File: config.mk
export PLATFORM = sky130hd
export DESIGN_NAME = fpcvt_pipe
export DESIGN_NICKNAME = d
export VERILOG_FILES = /design/src/rtl/fpcvt_pkg.sv /design/src/rtl/fpcvt_lzd.sv /design/src/rtl/fpcvt_pipe.sv
export SDC_FILE = /design/constraint.sdc
export NUM_CORES = 1
export LEC_CHECK = 0
export CAP_MARGIN = 10
export CORE_ASPECT_RATIO = 1.5
export CORE_UTILIZATION = 27
export DETAILED_ROUTE_END_ITERATION = 8
export GPL_TIMING_DRIVEN = 0
export HOLD_SLACK_MARGIN = 0.1
export PLACE_DENSITY = 0.53
export SLEW_MARGIN = 20
export SYNTH_ARGS = -nofsm -noshare
export SYNTH_HDL_FRONTEND = slang
export SYNTH_HIERARCHICAL = 1
export SYNTH_SLANG_ARGS = --single-unit
File: constraint.sdc
create_clock -name clk -period 10.45 [get_ports clk]
set_input_delay 2.09 -clock clk [delete_from_list [all_inputs] [get_ports clk]]
set_output_delay 2.09 -clock clk [all_outputs]
set_load 0.05 [all_outputs]
File: src/rtl/fpcvt_pkg.sv
// fpcvt_pkg: shared constants and helpers for the fpcvt_pipe streaming converter.
package fpcvt_pkg;

    localparam int NSTAGE = 3;

    function automatic int emax(input int ew);
        return (1 << ew) - 1;
    endfunction

    // Returns the highest set bit position, 0 when v is zero.
    function automatic int lead_one(input logic [63:0] v);
        int p = 0;
        for (int i = 0; i < 64; i++)
            if (v[i]) p = i;
        return p;
    endfunction

endpackage

File: src/rtl/fpcvt_lzd.sv
// fpcvt_lzd: parametrised leading-one detector returning the top set-bit index and a zero flag.
module fpcvt_lzd
    import fpcvt_pkg::*;
#(
    parameter int DW = 12,
    localparam int PW = $clog2(DW)
) (
    input  logic [DW-1:0] din,
    output logic [PW-1:0] idx,
    output logic          zero
);

    always_comb begin
        idx  = PW'(lead_one(64'(din)));
        zero = din == '0;
    end

endmodule

File: src/rtl/fpcvt_pipe.sv
// fpcvt_pipe: 3-stage valid/ready two's-complement to sign/exp/mantissa converter with saturation count.
// Define FPCVT_RNE_EN for round-to-nearest-even; otherwise round-half-up.
module fpcvt_pipe
    import fpcvt_pkg::*;
#(
    parameter int DW = 12,
    parameter int EW = 3,
    parameter int MW = 4,
    parameter int CW = 8
) (
    input  logic          clk,
    input  logic          rst,
    input  logic          in_valid,
    output logic          in_ready,
    input  logic [DW-1:0] in_data,
    output logic          out_valid,
    input  logic          out_ready,
    output logic          out_s,
    output logic [EW-1:0] out_e,
    output logic [MW-1:0] out_f,
    output logic          out_sat,
    output logic [CW-1:0] sat_count
);

    localparam int PW   = $clog2(DW);
    localparam int XW   = (PW > EW ? PW : EW) + 1;
    localparam int EMAX = emax(EW);
`ifdef FPCVT_RNE_EN
    localparam bit RNE = 1'b1;
`else
    localparam bit RNE = 1'b0;
`endif

    typedef struct packed {
        logic          s;
        logic [EW-1:0] e;
        logic [MW-1:0] f;
        logic          guard;
        logic          sticky;
        logic          sat;
    } pay_t;

    logic          advance;
    logic          s1_v_q, s1_v_d, s1_s_q, s1_s_d;
    logic [DW-1:0] s1_mag_q, s1_mag_d;
    logic          s2_v_q, s2_v_d;
    pay_t          s2_q, s2_d;
    logic          out_valid_q, out_valid_d, out_s_q, out_s_d, out_sat_q, out_sat_d;
    logic [EW-1:0] out_e_q, out_e_d;
    logic [MW-1:0] out_f_q, out_f_d;
    logic [CW-1:0] sat_count_q, sat_count_d;
    logic [PW-1:0] lead;
    logic          zero, sat2, round_up, ovf;
    logic [XW-1:0] e_x;
    logic [DW-1:0] low_mask;
    logic [MW:0]   f_rnd;

    fpcvt_lzd #(.DW(DW)) u_lzd (.din(s1_mag_q), .idx(lead), .zero(zero));

    always_comb begin
        advance  = !out_valid_q || out_ready;
        s1_v_d   = advance ? in_valid : s1_v_q;
        s1_s_d   = advance ? in_data[DW-1] : s1_s_q;
        s1_mag_d = advance ? (in_data[DW-1] ? -in_data : in_data) : s1_mag_q;
        e_x      = (zero || XW'(lead) < XW'(MW)) ? '0 : XW'(lead) - XW'(MW - 1);
        low_mask = (DW'(1) << e_x) - DW'(1);
        sat2     = e_x > XW'(EMAX);
        s2_v_d   = advance ? s1_v_q : s2_v_q;
        s2_d     = advance ? '{s:      s1_s_q,
                               e:      sat2 ? '1 : EW'(e_x),
                               f:      sat2 ? '1 : MW'(s1_mag_q >> e_x),
                               guard:  |(s1_mag_q & (low_mask ^ (low_mask >> 1))),
                               sticky: |(s1_mag_q & (low_mask >> 1)),
                               sat:    sat2} : s2_q;
        round_up = !s2_q.sat && s2_q.guard && (!RNE || s2_q.sticky || s2_q.f[0]);
        f_rnd    = {1'b0, s2_q.f} + (MW+1)'(round_up);
        // Mantissa carry-out renormalises; at the top exponent it clamps instead.
        ovf         = f_rnd[MW] && (&s2_q.e);
        out_valid_d = advance ? s2_v_q : out_valid_q;
        out_s_d     = advance ? s2_q.s : out_s_q;
        out_sat_d   = advance ? (s2_q.sat || ovf) : out_sat_q;
        out_e_d     = !advance ? out_e_q : (s2_q.sat || ovf) ? '1 : s2_q.e + EW'(f_rnd[MW]);
        out_f_d     = !advance ? out_f_q : (s2_q.sat || ovf) ? '1 :
                      f_rnd[MW] ? f_rnd[MW:1] : f_rnd[MW-1:0];
        sat_count_d = (out_valid_q && out_ready && out_sat_q && !(&sat_count_q)) ?
                      sat_count_q + CW'(1) : sat_count_q;
    end

    always_ff @(posedge clk) begin
        if (rst) begin
            s1_v_q      <= 1'b0;
            s1_s_q      <= 1'b0;
            s1_mag_q    <= '0;
            s2_v_q      <= 1'b0;
            s2_q        <= '0;
            out_valid_q <= 1'b0;
            out_s_q     <= 1'b0;
            out_e_q     <= '0;
            out_f_q     <= '0;
            out_sat_q   <= 1'b0;
            sat_count_q <= '0;
        end else begin
            s1_v_q      <= s1_v_d;
            s1_s_q      <= s1_s_d;
            s1_mag_q    <= s1_mag_d;
            s2_v_q      <= s2_v_d;
            s2_q        <= s2_d;
            out_valid_q <= out_valid_d;
            out_s_q     <= out_s_d;
            out_e_q     <= out_e_d;
            out_f_q     <= out_f_d;
            out_sat_q   <= out_sat_d;
            sat_count_q <= sat_count_d;
        end
    end

    assign in_ready  = advance;
    assign out_valid = out_valid_q;
    assign out_s     = out_s_q;
    assign out_e     = out_e_q;
    assign out_f     = out_f_q;
    assign out_sat   = out_sat_q;
    assign sat_count = sat_count_q;

endmodule

# Word level (Yosys, flattened, before mapping)
# Cells that the tools add are included.
# totals
regBits,43
input_bits,16
# op_classes
add_sub_neg,6
magnitude_cmp,2
shifts,2
n_mux,18
bitwise_logic,2
n_reduce_logical,15
# op_table
cell,count
$mux 4,7
$mux 3,6
$and 12x12->12,1
$logic_not 12->1,1
$mux 12,1
$neg 12->12,1
$reduce_or 12->1,1
$shl 1x5->12 const A,1
$shr 12x5->4,1
$sub 12x2->12 const B,1
$xor 12x11->12,1
$add 8x1->8 const B,1
$reduce_and 8->1,1
$add 4x1->5,1
$gt 5x3->1 const B,1
$logic_and 1x1->1,5
$mux 5,1
$sub 4x2->5 const B,1
$lt 4x3->1 const B,1
$mux 2,2
$add 3x1->3,1
$logic_not 1->1,3
$logic_or 1x1->1,3
$reduce_and 3->1,1
$mux 1,1

# Logic depth before layout (Yosys ltp)
# depth
word_depth,19
depth_mapped,16
ltp_nobuf,15

# Hierarchy
# Netlist, hierarchy kept.
# by_module_without_submodules
module,n_inst,cells_per_inst,area_each_um2,seq_area_each_um2
fpcvt_pipe,1,340,2735.1,860.8
fpcvt_lzd,1,21,112.6,0.0

# Least setup slack after synthesis
# Ideal clock, no wire load.
# synth_timing
path_type,input-to-output
from,input out_ready
to,output in_ready
t_arrival_ns,3.262
slack_ns,5.098
cell_stages,5
path_buffers,3
path_cell_list,nor2b_1 clkbuf_1 inv_1 clkbuf_1 buf_1
# synth_between
elab_chain_len,1
# synth_rtl
element,line,text
start: declaration,fpcvt_pipe.sv:17,"input logic out_ready,"
$logic_or 1x1->1,fpcvt_pipe.sv:61,advance = !out_valid_q || out_ready;
end: declaration,fpcvt_pipe.sv:14,"output logic in_ready,"
# Every way passes these cells.

# Worst setup path in the final report
# Same ends and word-level chain as after synthesis.

==> flow_summary_export.csv <==
group,metric,value,unit
run,maxCapViolations,0,
finish,antenna_cells,0,
global_routing,grt_first_pass_wirelength,13300,um
critical_path,r2r_start,"s1_mag_q[5]",
floorplan,core-area,10200,sq um
route,ant_nets,0,
synthesis,yosys.area_share.simple,0.257,
sta,setup_viol_count_final,0,
finish,drive_gt1_frac,0.0597,
clock_tree,htreeDepth,2,
sta,tightest_slew,0.854,ns
synthesis,synth_ff_type,"dfxtp_1",
critical_path,crit_start,"out_ready",
route,drt_first_iter_violations,113,
global_routing,grt_usage,0.154,
route,drt-total-wl,7970,um
clock_tree,numCtsBuffers,5,
route,vias,2739,
placed_design,gp_congestion,0.830,
synthesis,netlist_area,2850,sq um
sta,min_period,6.73,ns
placed_design,dp.cells,535,
finish,fillers,1109,
clock_tree,post_cts_buffers,0,
floorplan,rows,45,
synthesis,synth_compound_area_frac,0.233,
clock_tree,clock_latency,0.29,ns
critical_path,critPathCaptureType,"output port",
finish,nets,425,
sta,report.final.hold_viol_count,0,
synthesis,ys_seq_area_frac,0.302,
critical_path,cp.required,8.36,ns
sta,fin_setup_tns,0,ns
sta,fin_crit_sh,0.644,
floorplan,die_x,85.9,um
clock_tree,path_clk_slew,0.05,ns
sta,whs,0.458,ns
synthesis,yosys_warnings,6,
route,wl_per_cell,14.7,um
clock_tree,clock_path_buffers,2,
synthesis,synthDistinctLibCells,56,
synthesis,ys_ff_latch,43,
synthesis,syn_area_per_cell,7.89,sq um
global_routing,antenna_found_initial,0,
finish,fin_cells,543,
synthesis,synthAdderAreaFrac,0.0351,
clock_tree,cts_sinks,43,
clock_tree,hold_buffers,0,
placed_design,hpwl,6170,um
finish,final_cell_mix,"nor2_1 (49), dfxtp_1 (43), nand2_1 (42), clkdlybuf4s50_1 (33), a21oi_1 (27)",
sta,slew_headroom,0.429,
global_routing,grt_overflow_total,0,
sta,fmax,149,MHz
clock_tree,ctsResizeCount,0,
floorplan,die_area,11000,sq um
floorplan,ioPinCount,35,
synthesis,synth_top_family_by_area,"simple AND/OR/NAND/NOR gates",
run_status,status,"finished clean",
sta,slew_violations,0,
hold_path,min_from,"s1_v_q",
synthesis,synth-xor-area-share,0.0756,
power,p_leak,1.35,nW
synthesis,async_flop_share,0,
route,first_pass_iters,4,
route,drc_errors,0,
global_routing,grt_max_degree,14,
synthesis,syn_inst,361,
floorplan,die_y,128,um
route,routed_via_density,5.04,
sta,grt_setup_unrepaired,"no",
critical_path,arrival,4.64,ns
hold_path,hold_path_class,"reg2reg",
finish,final_common_cell,"nor2_1",
placed_design,io_buffer_count,33,
sta,skew,0.00598,ns
power,report.power.total,0.000663,W
clock_tree,root_buffer,"clkbuf_16",
floorplan,initial_core_util,0.279,
finish,layout-area-overhead-vs-synth,24.5,%
synthesis,syn_nets,385,
power,power.density,187,nW/um^2
critical_path,cp_max_fo,10,
synthesis,synth.mux.area_fraction,0.0514,
clock_tree,tritoncts,"done",
critical_path,start_kind,"input pin",
global_routing,grt_pass1_vias,2662,
power,ir_drop,0.000130,V
synthesis,synth_edf_count,0,
critical_path,path_class,"in2out",
kinds of logic (layout without fill, tap and decap cells):
kind of cell / count (synthesis) / in the layout
and+or+nand+nor: 151 / 151
DFF: 43 / 43
AOI/OAI and AO/OA: 91 / 91
xor gates and xnor gates: 23 / 23
adders and majority gates: 8 / 8
muxes: 13 / 13
buffers and inverters: 32 / 73
flip-flops by register name, indices dropped and copies added, names as in the netlist:
| name | flops |
|---|---|
| out_e | 3 |
| s1_s_q | 1 |
| out_valid | 1 |
| s1_mag_q | 12 |
| s1_v_q | 1 |
| s2_q | 10 |
| out_sat | 1 |
| out_s | 1 |
| out_f | 4 |
| sat_count | 8 |
| s2_v_q | 1 |
critical path, stage by stage:
cell and delay [ns]:
clkdlybuf4s50_1 0.47, nor2b_1 0.05, clkbuf_1 0.23, inv_1 0.12, clkbuf_1 0.36, buf_1 0.41
clkdlybuf4s50_1 0.89
layout make-up:
class,instances,area (sq um),share of cell area
Timing Repair Buffer,33,330,0.0932
Buffer,21,87.6,0.0247
Tap cell,141,176,0.0498
Sequential cell,43,861,0.243
Clock buffer,6,129,0.0364
Multi-Input combinational cell,286,1860,0.525
Clock inverter,2,60.1,0.0169
Inverter,11,41.3,0.0116
synth_stat cells (all sizes together) (4+ instances only):
master    n  share of area
o21ai     9          0.016
a311oi    4          0.012
buf       8          0.014
and3      5          0.011
mux2i     9          0.032
nor2     49          0.065
nor3     11          0.019
nand2b    7          0.015
nand3b    5          0.013
o221ai    5          0.015
inv      11          0.014
xnor2     6          0.018
nor2b     6          0.013
a21oi    27          0.047
dfxtp    43           0.30
a31oi     4          0.014
clkbuf   13          0.017
a211oi   15          0.040
xor2     16          0.049
a2111oi   4          0.019
nand2    42          0.055
ha        8          0.035
nand3     9          0.016
metal layers:
metal | up-vias | share of wire | GRT usage | wire length, um
li1 | 1389 | - | - | -
met1 | 1284 | 0.41 | 0.167 | 3260
met2 | 52 | 0.54 | 0.294 | 4280
met3 | 14 | 0.029 | 0.0212 | 235
met4 | 0 | 0.024 | 0.0657 | 191
met5 | - | 0 | 0 | 0
through the flow:
| stage | worst slack (ns) | utilization | instance area [sq um] |
|---|---|---|---|
| 6_report | 3.72 | 0.348 | 3540 |
| 3_5_place_dp | 3.73 | 0.329 | 3360 |
| 3_3_place_gp | 3.70 | 0.329 | 3350 |
| 5_1_grt | 3.58 | 0.348 | 3540 |
| 2_1_floorplan | 5.10 | - | 2850 |
| 4_1_cts | 3.71 | 0.348 | 3540 |
where the power goes:
part           switching, W  leakage [nW]  internal (W)
Sequential        0.0000215         0.355      0.000185
Combinational      0.000149         0.907      0.000107
Clock             0.0000637        0.0911      0.000137
worst paths after layout:
check                                 to  slack (ns)  cells past startpoint
worst max-delay path            in_ready        3.72                      7
worst min-delay path              s1_v_q        0.46                      2
worst max register to register   s2_q[2]        5.82                     14
worst min register to register    s1_v_q        0.46                      2
(Power assumes the default switching activity.)
